## src/rtl/counter_adder_unit.sv

```systemverilog
// rtl/counter_adder_unit.sv - prescaled free-running counter with wrap pulse, plus standalone half/full adders.

module half_adder (
   input  logic a,
   input  logic b,
   output logic sum,
   output logic carry
);
   assign sum   = a ^ b;
   assign carry = a & b;
endmodule

module full_adder (
   input  logic a,
   input  logic b,
   input  logic carry_in,
   output logic sum,
   output logic carry_out
);
   logic s0;
   logic c0;
   logic c1;

   half_adder u_ha0 (.a(a),  .b(b),        .sum(s0),  .carry(c0));
   half_adder u_ha1 (.a(s0), .b(carry_in), .sum(sum), .carry(c1));

   assign carry_out = c0 | c1;
endmodule

module counter_adder_unit #(
   parameter int WIDTH    = 5,
   parameter int PRESCALE = 1
) (
   input  logic             clk,
   input  logic             rst_n,
   input  logic             en,
   output logic [WIDTH-1:0] leds,
   output logic             wrap,
   input  logic             ha_data_0,
   input  logic             ha_data_1,
   output logic             ha_out,
   output logic             ha_carry_out,
   input  logic             fa_carry_in,
   input  logic             fa_data_0,
   input  logic             fa_data_1,
   output logic             fa_out,
   output logic             fa_carry_out
);
   localparam int PW = (PRESCALE > 1) ? $clog2(PRESCALE) : 1;

   logic [PW-1:0]    pre;
   logic [WIDTH-1:0] inc;
   logic [WIDTH:0]   chain;
   logic             tick;

   half_adder u_ha (
      .a(ha_data_0), .b(ha_data_1), .sum(ha_out), .carry(ha_carry_out)
   );

   full_adder u_fa (
      .a(fa_data_0), .b(fa_data_1), .carry_in(fa_carry_in),
      .sum(fa_out), .carry_out(fa_carry_out)
   );

   // Ripple incrementer; carry out of the top stage marks the all-ones wrap.
   assign chain[0] = 1'b1;
   for (genvar i = 0; i < WIDTH; i++) begin : g_inc
      half_adder u_stage (
         .a(leds[i]), .b(chain[i]), .sum(inc[i]), .carry(chain[i+1])
      );
   end

   assign tick = (pre == PW'(PRESCALE - 1));

   always_ff @(posedge clk) begin
      if (!rst_n) begin
         leds <= '0;
         pre  <= '0;
         wrap <= 1'b0;
      end else if (en) begin
         if (tick) begin
            leds <= inc;
            pre  <= '0;
            wrap <= chain[WIDTH];
         end else begin
            pre  <= pre + PW'(1);
            wrap <= 1'b0;
         end
      end else begin
         wrap <= 1'b0;
      end
   end
endmodule

```

## config.mk

```make
export PLATFORM = sky130hd
export DESIGN_NAME = counter_adder_unit
export DESIGN_NICKNAME = d
export VERILOG_FILES = /design/src/rtl/counter_adder_unit.sv
export SDC_FILE = /design/constraint.sdc
export NUM_CORES = 1
export LEC_CHECK = 0
export CAP_MARGIN = 10
export CORE_AREA = 2 2 39 41
export DETAILED_ROUTE_END_ITERATION = 10
export DIE_AREA = 0 0 41 43
export PLACE_DENSITY = 0.55
export SYNTH_ARGS = -nofsm -noshare
export SYNTH_HDL_FRONTEND = slang
export SYNTH_SLANG_ARGS = --single-unit
```

## constraint.sdc

```tcl
create_clock -name clk -period 1.45 [get_ports clk]
set_input_delay 0.29 -clock clk [delete_from_list [all_inputs] [get_ports clk]]
set_output_delay 0.29 -clock clk [all_outputs]
set_load 0.1 [all_outputs]
```

==> metrics.md, run 1 <==
| Metric | Value |
|---|---|
| Status | `completed` |
| Largest family of logic cells by synthesized area | `adder cells` |
| DP HPWL | `roughly 560 um` |
| Sink Count | `6` |
| Gr ovfl total | `0` |
| Register bit total from synthesis | `6` |
| Count of cell types in the netlist | `10` |
| Mux contribution to synthesized area | `0.118` |
| First-pass GRT wire length | `between 1000 and 1500 um` |
| Period utilisation layout | `0.987` |
| Routed Antenna Nets | `0` |
| Main flop type after synthesis | `dfxtp_1` |
| Layout area overhead | `88.9%` |
| Post-Place Worst Slack | `-351 ps` |
| Setup TNS | `0 ps` |
| Final Hold Viols | `0` |
| RSZ-0062 raised after global routing | `no` |
| Fin crit period | `1430 ps` |
| Die area | `about 1800 um2` |
| Total GRT Usage | `0.114` |
| Post-synthesis net count | `43` |
| Initial core utilization | `0.245` |
| Async SR Flop Fraction | `0` |
| Synth Area in Adders | `0.244` |
| Antenna Cells | `0` |
| DR iter-0 viols | `0` |
| Yosys top cell area share | `0.354` |
| Placed inst area | `about 600 um2` |
| DRC | `0` |
| Cells taking the most area after synthesis | `dfxtp_1 (35%), ha_1 (18%), mux2i_1 (12%), buf_4 (11%), nor2b_1 (7.4%)` |
| Pwr per Cell Area | `~930 nW/um2` |
| Worst setup path start | `fa_data_1` |
| Maxcap violations | `0` |
| Clk_lat worst skew | `250 ps` |
| Nets | `between 60 and 70` |
| Setup slack after layout | `about 19 ps` |
| CTS tree | `yes` |
| Total setup buffers inserted after CTS | `0` |
| Max Buffers Root-to-Sink | `2` |
| CORE AREA | `between 1000 and 1500 um2` |
| Synthesized instance count | `29` |
| Critical path arrival | `1140 ps` |
| Max_slew headroom | `0.776` |
| R2R setup slack | `approximately 100 ps` |
| TritonCTS Buffers | `3` |
| Synth Area in Simple Gates | `0.114` |
| Row Count | `14` |
| Setup violators final | `0` |
| Die W | `between 40 and 50 um` |
| Top post-synthesis cells by count | `dfxtp_1 (6), buf_4 (5), ha_1 (5)` |
| Multi-input logic area | `between 200 and 250 um2` |
| Die Span Y | `approximately 43 um` |
| Largest net degree at the start of global routing | `7` |
| Reg area | `121 um2` |
| Via-to-Cell Ratio | `about 4.2` |
| Most common cell in the synthesized netlist | `dfxtp_1` |
| Type of the worst min-delay path | `reg -> reg` |
| EDFF count, synth | `0` |
| Worst Reg-to-Reg Cells | `6` |
| Root buf cell | `clkbuf_4` |
| WS Path Type | `in -> out` |
| Fmax | `around 700 MHz` |
| Port Buffer Count | `17` |
| Area leader, netlist | `dfxtp_1` |
| Syn Std Cell Area | `339 um2` |
| Layout fillers | `between 100 and 150` |
| Sequential fraction of the synthesis area | `0.354` |
| Share of cells above drive strength 1 | `0.556` |
| Critical path endpoint category | `primary output` |
| Reg-to-reg endpoint | `leds[4]$_SDFFE_PN0P_` |
| Post-Route WL | `approximately 680 um` |
| Clk slew on worst S/H paths | `approximately 50 ps` |
| CP endpoint | `fa_out` |
| Vias in the first global route | `around 310` |
| Total I/O pin count | `18` |
| Final Skew | `about 2.1 ps` |
| Post-Synth XOR/XNOR Area | `0.0258` |
| Wire per inst | `between 10 and 15 um` |
| Routability cong. | `a little over 0.5` |
| H-tree Lvls | `1` |
| Compound-gate portion of the synthesized area | `0` |
| Hold depth | `2` |
| Crit path max fanout | `1` |
| Leak Pwr | `around 0.28 nW` |
| Peak supply drop | `between 0.0005 and 0.0006 V` |
| Initial antenna violation count | `0` |
| Type of origin of the critical path | `input port` |
| Syn_area_per_cell | `approximately 12 um2` |
| Worst slew pin tran | `about 330 ps` |
| Synth warn | `0` |
| Vias | `between 200 and 300` |
| Pre-antenna DRT Iters | `1` |
| Worst r2r src | `leds[0]$_SDFFE_PN0P_` |
| WP data required | `around 1200 ps` |
| Slew Limit Fails | `0` |
| Final std cell area, no fill | `between 600 and 700 um2` |
## state kept, by name, indices dropped and copies added (netlist names)
name,count
wrap,1
leds,5
## power by group
| part | internal (mW) | switching [mW] | leakage [nW] |
|---|---|---|---|
| Combinational | 0.104 | 0.161 | 0.219 |
| Clock | 0.0938 | 0.0626 | 0.0138 |
| Sequential | 0.172 | 0.00431 | 0.0490 |
## critical path: stages
cell	delay [ps]
buf_6	90
fa_2	580
buf_12	170
## routing by layer
layer / global-route usage / wire (um) / share of wire
met5: 0 / 0 / 0
met4: 0.100 / 15 / 0.022
met3: 0.0524 / 69 / 0.10
met2: 0.156 / 351 / 0.51
met1: 0.123 / 246 / 0.36
## final cells by class
type / count / area share
multi-input cells: 17 / 0.316
well taps: 16 / 0.0313
flip-flops and latches: 6 / 0.189
repair buffers: 19 / 0.428
clock buffers: 3 / 0.0352
## how the worst min path moves through the flow
stage,start,endpoint,slack [ps]
after floorplan,rst_n,leds[0]$_SDFFE_PN0P_,410
after global placement,leds[3]$_SDFFE_PN0P_,leds[3]$_SDFFE_PN0P_,560
after detailed placement,leds[4]$_SDFFE_PN0P_,leds[4]$_SDFFE_PN0P_,580
after CTS,leds[4]$_SDFFE_PN0P_,leds[4]$_SDFFE_PN0P_,580
after global routing,leds[2]$_SDFFE_PN0P_,leds[2]$_SDFFE_PN0P_,630
final,leds[2]$_SDFFE_PN0P_,leds[2]$_SDFFE_PN0P_,590
## cell usage in the layout (no fill, tap or decap), types with 2 or more instances in the layout
cell	count
buf_4	2
mux2i_1	4
clkbuf_4	3
dlygate4sd2_1	2
clkdlybuf4s50_1	2
dfxtp_1	5
nor2b_1	4
buf_2	2
buf_12	10
ha_2	2
ha_4	2
## per-stage QoR
stage	hold slack, ps	util	std cells	total power, mW
2_1_floorplan	412	-	29	0.350
5_1_grt	629	0.463	61	0.632
3_3_place_gp	560	0.432	58	0.442
3_5_place_dp	576	0.432	58	0.446
4_1_cts	583	0.452	61	0.612
6_report	589	0.463	61	0.598
## kinds of logic after synthesis
group / count (synthesis)
xor gates and xnor gates: 1
adders and majority gates: 6
buffers and inverters: 6
DFF: 6
muxes: 4
and+or+nand+nor: 6
## what timing repair did
action,4_1_cts,5_1_grt
pin swaps,2,0
hold buffers,0,0
hold endpoints to repair,0,0
resized for setup,18,2
setup endpoints to repair,4,1
No activity file was read; power rests on OpenSTA's default activity.
==> inputs of run 2 (changes only) <==
- SKIP_LAST_GASP: not set -> 1
==> metrics.md, run 2 (synthesized netlist as in run 1, its figures left out) <==
| Metric | Value |
|---|---|
| Placed insts | `58 (unchanged)` |
| Max Buffers Root-to-Sink | `2 (unchanged)` |
| Die Span Y | `43 um (unchanged)` |
| Sink Count | `6 (unchanged)` |
| Global routing met3 resource utilization | `0.0524 (unchanged)` |
| Clk slew on worst S/H paths | `50 ps (about the same)` |
| H-tree Lvls | `1 (unchanged)` |
| Max_slew headroom | `0.776 (unchanged)` |
| Critical path arrival | `1140 ps (about the same)` |
| Port Buffer Count | `17 (unchanged)` |
| Max reg flops | `5 (unchanged)` |
| Worst Reg-to-Reg Cells | `6 (unchanged)` |
| Total GRT Usage | `0.114 (unchanged)` |
| DRC | `0 (unchanged)` |
| Final hold slack | `589 ps (about the same)` |
| Vias | `259 (unchanged)` |
| Met1 GRT Util | `0.123 (unchanged)` |
| Antenna Cells | `0 (unchanged)` |
| CORE AREA | `1380 um2 (unchanged)` |
| Reg area | `121 um2 (unchanged)` |
| Setup slack after layout | `18.4 ps (was 18.6 ps)` |
| GRT busiest layer | `met2 (unchanged)` |
| Leading cell type in the layout, fill and taps excluded | `buf_12 (unchanged)` |
| DP HPWL | `557 um (unchanged)` |
| Critical path endpoint category | `primary output (unchanged)` |
| Routability cong. | `0.514 (unchanged)` |
| Period utilisation layout | `0.987 (about the same)` |
| TritonCTS Buffers | `3 (unchanged)` |
| Die area | `1760 um2 (unchanged)` |
| Type of origin of the critical path | `input port (unchanged)` |
| Final Hold Viols | `0 (unchanged)` |
| Commonest non-fill, non-tap cells in the layout | `buf_12 (10), dfxtp_1 (5), mux2i_1 (4), nor2b_1 (4), clkbuf_4 (3) (unchanged)` |
| Multi-input logic area | `203 um2 (unchanged)` |
| Initial core utilization | `0.245 (unchanged)` |
| Clk_lat worst skew | `250 ps (about the same)` |
| Fmax | `699 MHz (about the same)` |
| Largest regs | `leds x5, wrap x1 (unchanged)` |
| Post-Place Worst Slack | `-351 ps (unchanged)` |
| Initial antenna violation count | `0 (unchanged)` |
| Layout fillers | `123 (unchanged)` |
| Type of the worst min-delay path | `reg -> reg (unchanged)` |
| Setup TNS | `0 ps (unchanged)` |
| WS Path Type | `in -> out (unchanged)` |
| Status | `completed (unchanged)` |
| Pre-antenna DRT Iters | `1 (unchanged)` |
| Peak supply drop | `0.000531 V (unchanged)` |
| Worst r2r src | `leds[0]$_SDFFE_PN0P_ (unchanged)` |
| Worst slew pin tran | `335 ps (unchanged)` |
| Row Count | `14 (unchanged)` |
| Non-filler instance count after layout | `61 (unchanged)` |
| Via-to-Cell Ratio | `4.25 (unchanged)` |
| Die W | `41 um (unchanged)` |
| Post-Route WL | `685 um (was 683 um)` |
| Nets | `61 (unchanged)` |
| Vias in the first global route | `305 (unchanged)` |
| RSZ-0062 raised after global routing | `no (unchanged)` |
| Hold Path End | `leds[2]$_SDFFE_PN0P_ (unchanged)` |
| Setup violators final | `0 (unchanged)` |
| Share of cells above drive strength 1 | `0.556 (unchanged)` |
| Largest net degree at the start of global routing | `7 (unchanged)` |
| DR iter-0 viols | `0 (unchanged)` |
| WP data required | `1160 ps (about the same)` |
| Root buf cell | `clkbuf_4 (unchanged)` |
| Met2 Use GR | `0.156 (unchanged)` |
| Routed Antenna Nets | `0 (unchanged)` |
| Leak Pwr | `0.282 nW (unchanged)` |
| R2R setup slack | `100 ps (about the same)` |
| First-pass GRT wire length | `1270 um (unchanged)` |
| Hold depth | `2 (unchanged)` |
| Crit path max fanout | `1 (unchanged)` |
| CTS tree | `yes (unchanged)` |
| Reg-to-reg endpoint | `leds[4]$_SDFFE_PN0P_ (unchanged)` |
| Total setup buffers inserted after CTS | `0 (unchanged)` |
| Hold Startpoint | `leds[2]$_SDFFE_PN0P_ (unchanged)` |
| Total I/O pin count | `18 (unchanged)` |
| Gr ovfl total | `0 (unchanged)` |
| Layout area overhead | `88.9% (unchanged)` |
| Fin crit period | `1430 ps (about the same)` |
| Final Skew | `2.06 ps (was 2.11 ps)` |
| Wire per inst | `11.2 um (about the same)` |
| Pwr per Cell Area | `932 nW/um2 (was 933 nW/um2)` |
| Maxcap violations | `0 (unchanged)` |
| Slew Limit Fails | `0 (unchanged)` |
| Hold_buf cts | `0 (unchanged)` |
| Register name with the most flops | `leds (unchanged)` |
run 2: cell counts in the layout (fill, tap and decap cells not counted):
No cell type changed its count.
run 2: through the flow:
stage | power (mW) | utilization | instance area (um2)
6_report | 0.597 | 0.463 | 641
5_1_grt | 0.632 | 0.463 | 641
4_1_cts | 0.611 | 0.448 | 619
3_5_place_dp | 0.446 | 0.432 | 598
3_3_place_gp | 0.442 | 0.432 | 598
2_1_floorplan | 0.350 | - | 342
run 2: power breakdown:
group	switching, mW	internal [mW]	leakage (nW)
clock	0.0625	0.0938	0.0138
sequential	0.00431	0.172	0.0490
combinational	0.161	0.104	0.219
total	0.228	0.370	0.282
run 2: metal layers:
metal / vias up / part of all wire
met5: - / 0
met4: 0 / 0.022
met3: 2 / 0.10
met2: 15 / 0.52
met1: 117 / 0.36
li1: 125 / -
run 2: area by class of cell:
type,count,share of cell area
Sequential cell,6,0.189
Timing Repair Buffer,19,0.428
Clock buffer,3,0.0352
Multi-Input combinational cell,17,0.316
Tap cell,16,0.0313
run 2: worst max-delay path by stage:
stage / cells after the start / to / startpoint
floorplan: 1 / fa_out / fa_carry_in
global placement: 3 / fa_out / fa_carry_in
detailed placement: 3 / fa_out / fa_carry_in
CTS: 3 / fa_out / fa_data_1
global route: 3 / fa_out / fa_carry_in
finish: 3 / fa_out / fa_carry_in
run 2: worst max-delay path: stages:
cell and delay [ps]:
buf_6 90, fa_2 580, buf_12 170
run 2: what timing repair did:
item | CTS | global route
pin swaps | 2 | 1
gates resized for setup | 17 | 3
endpoints found under the setup margin | 4 | 2
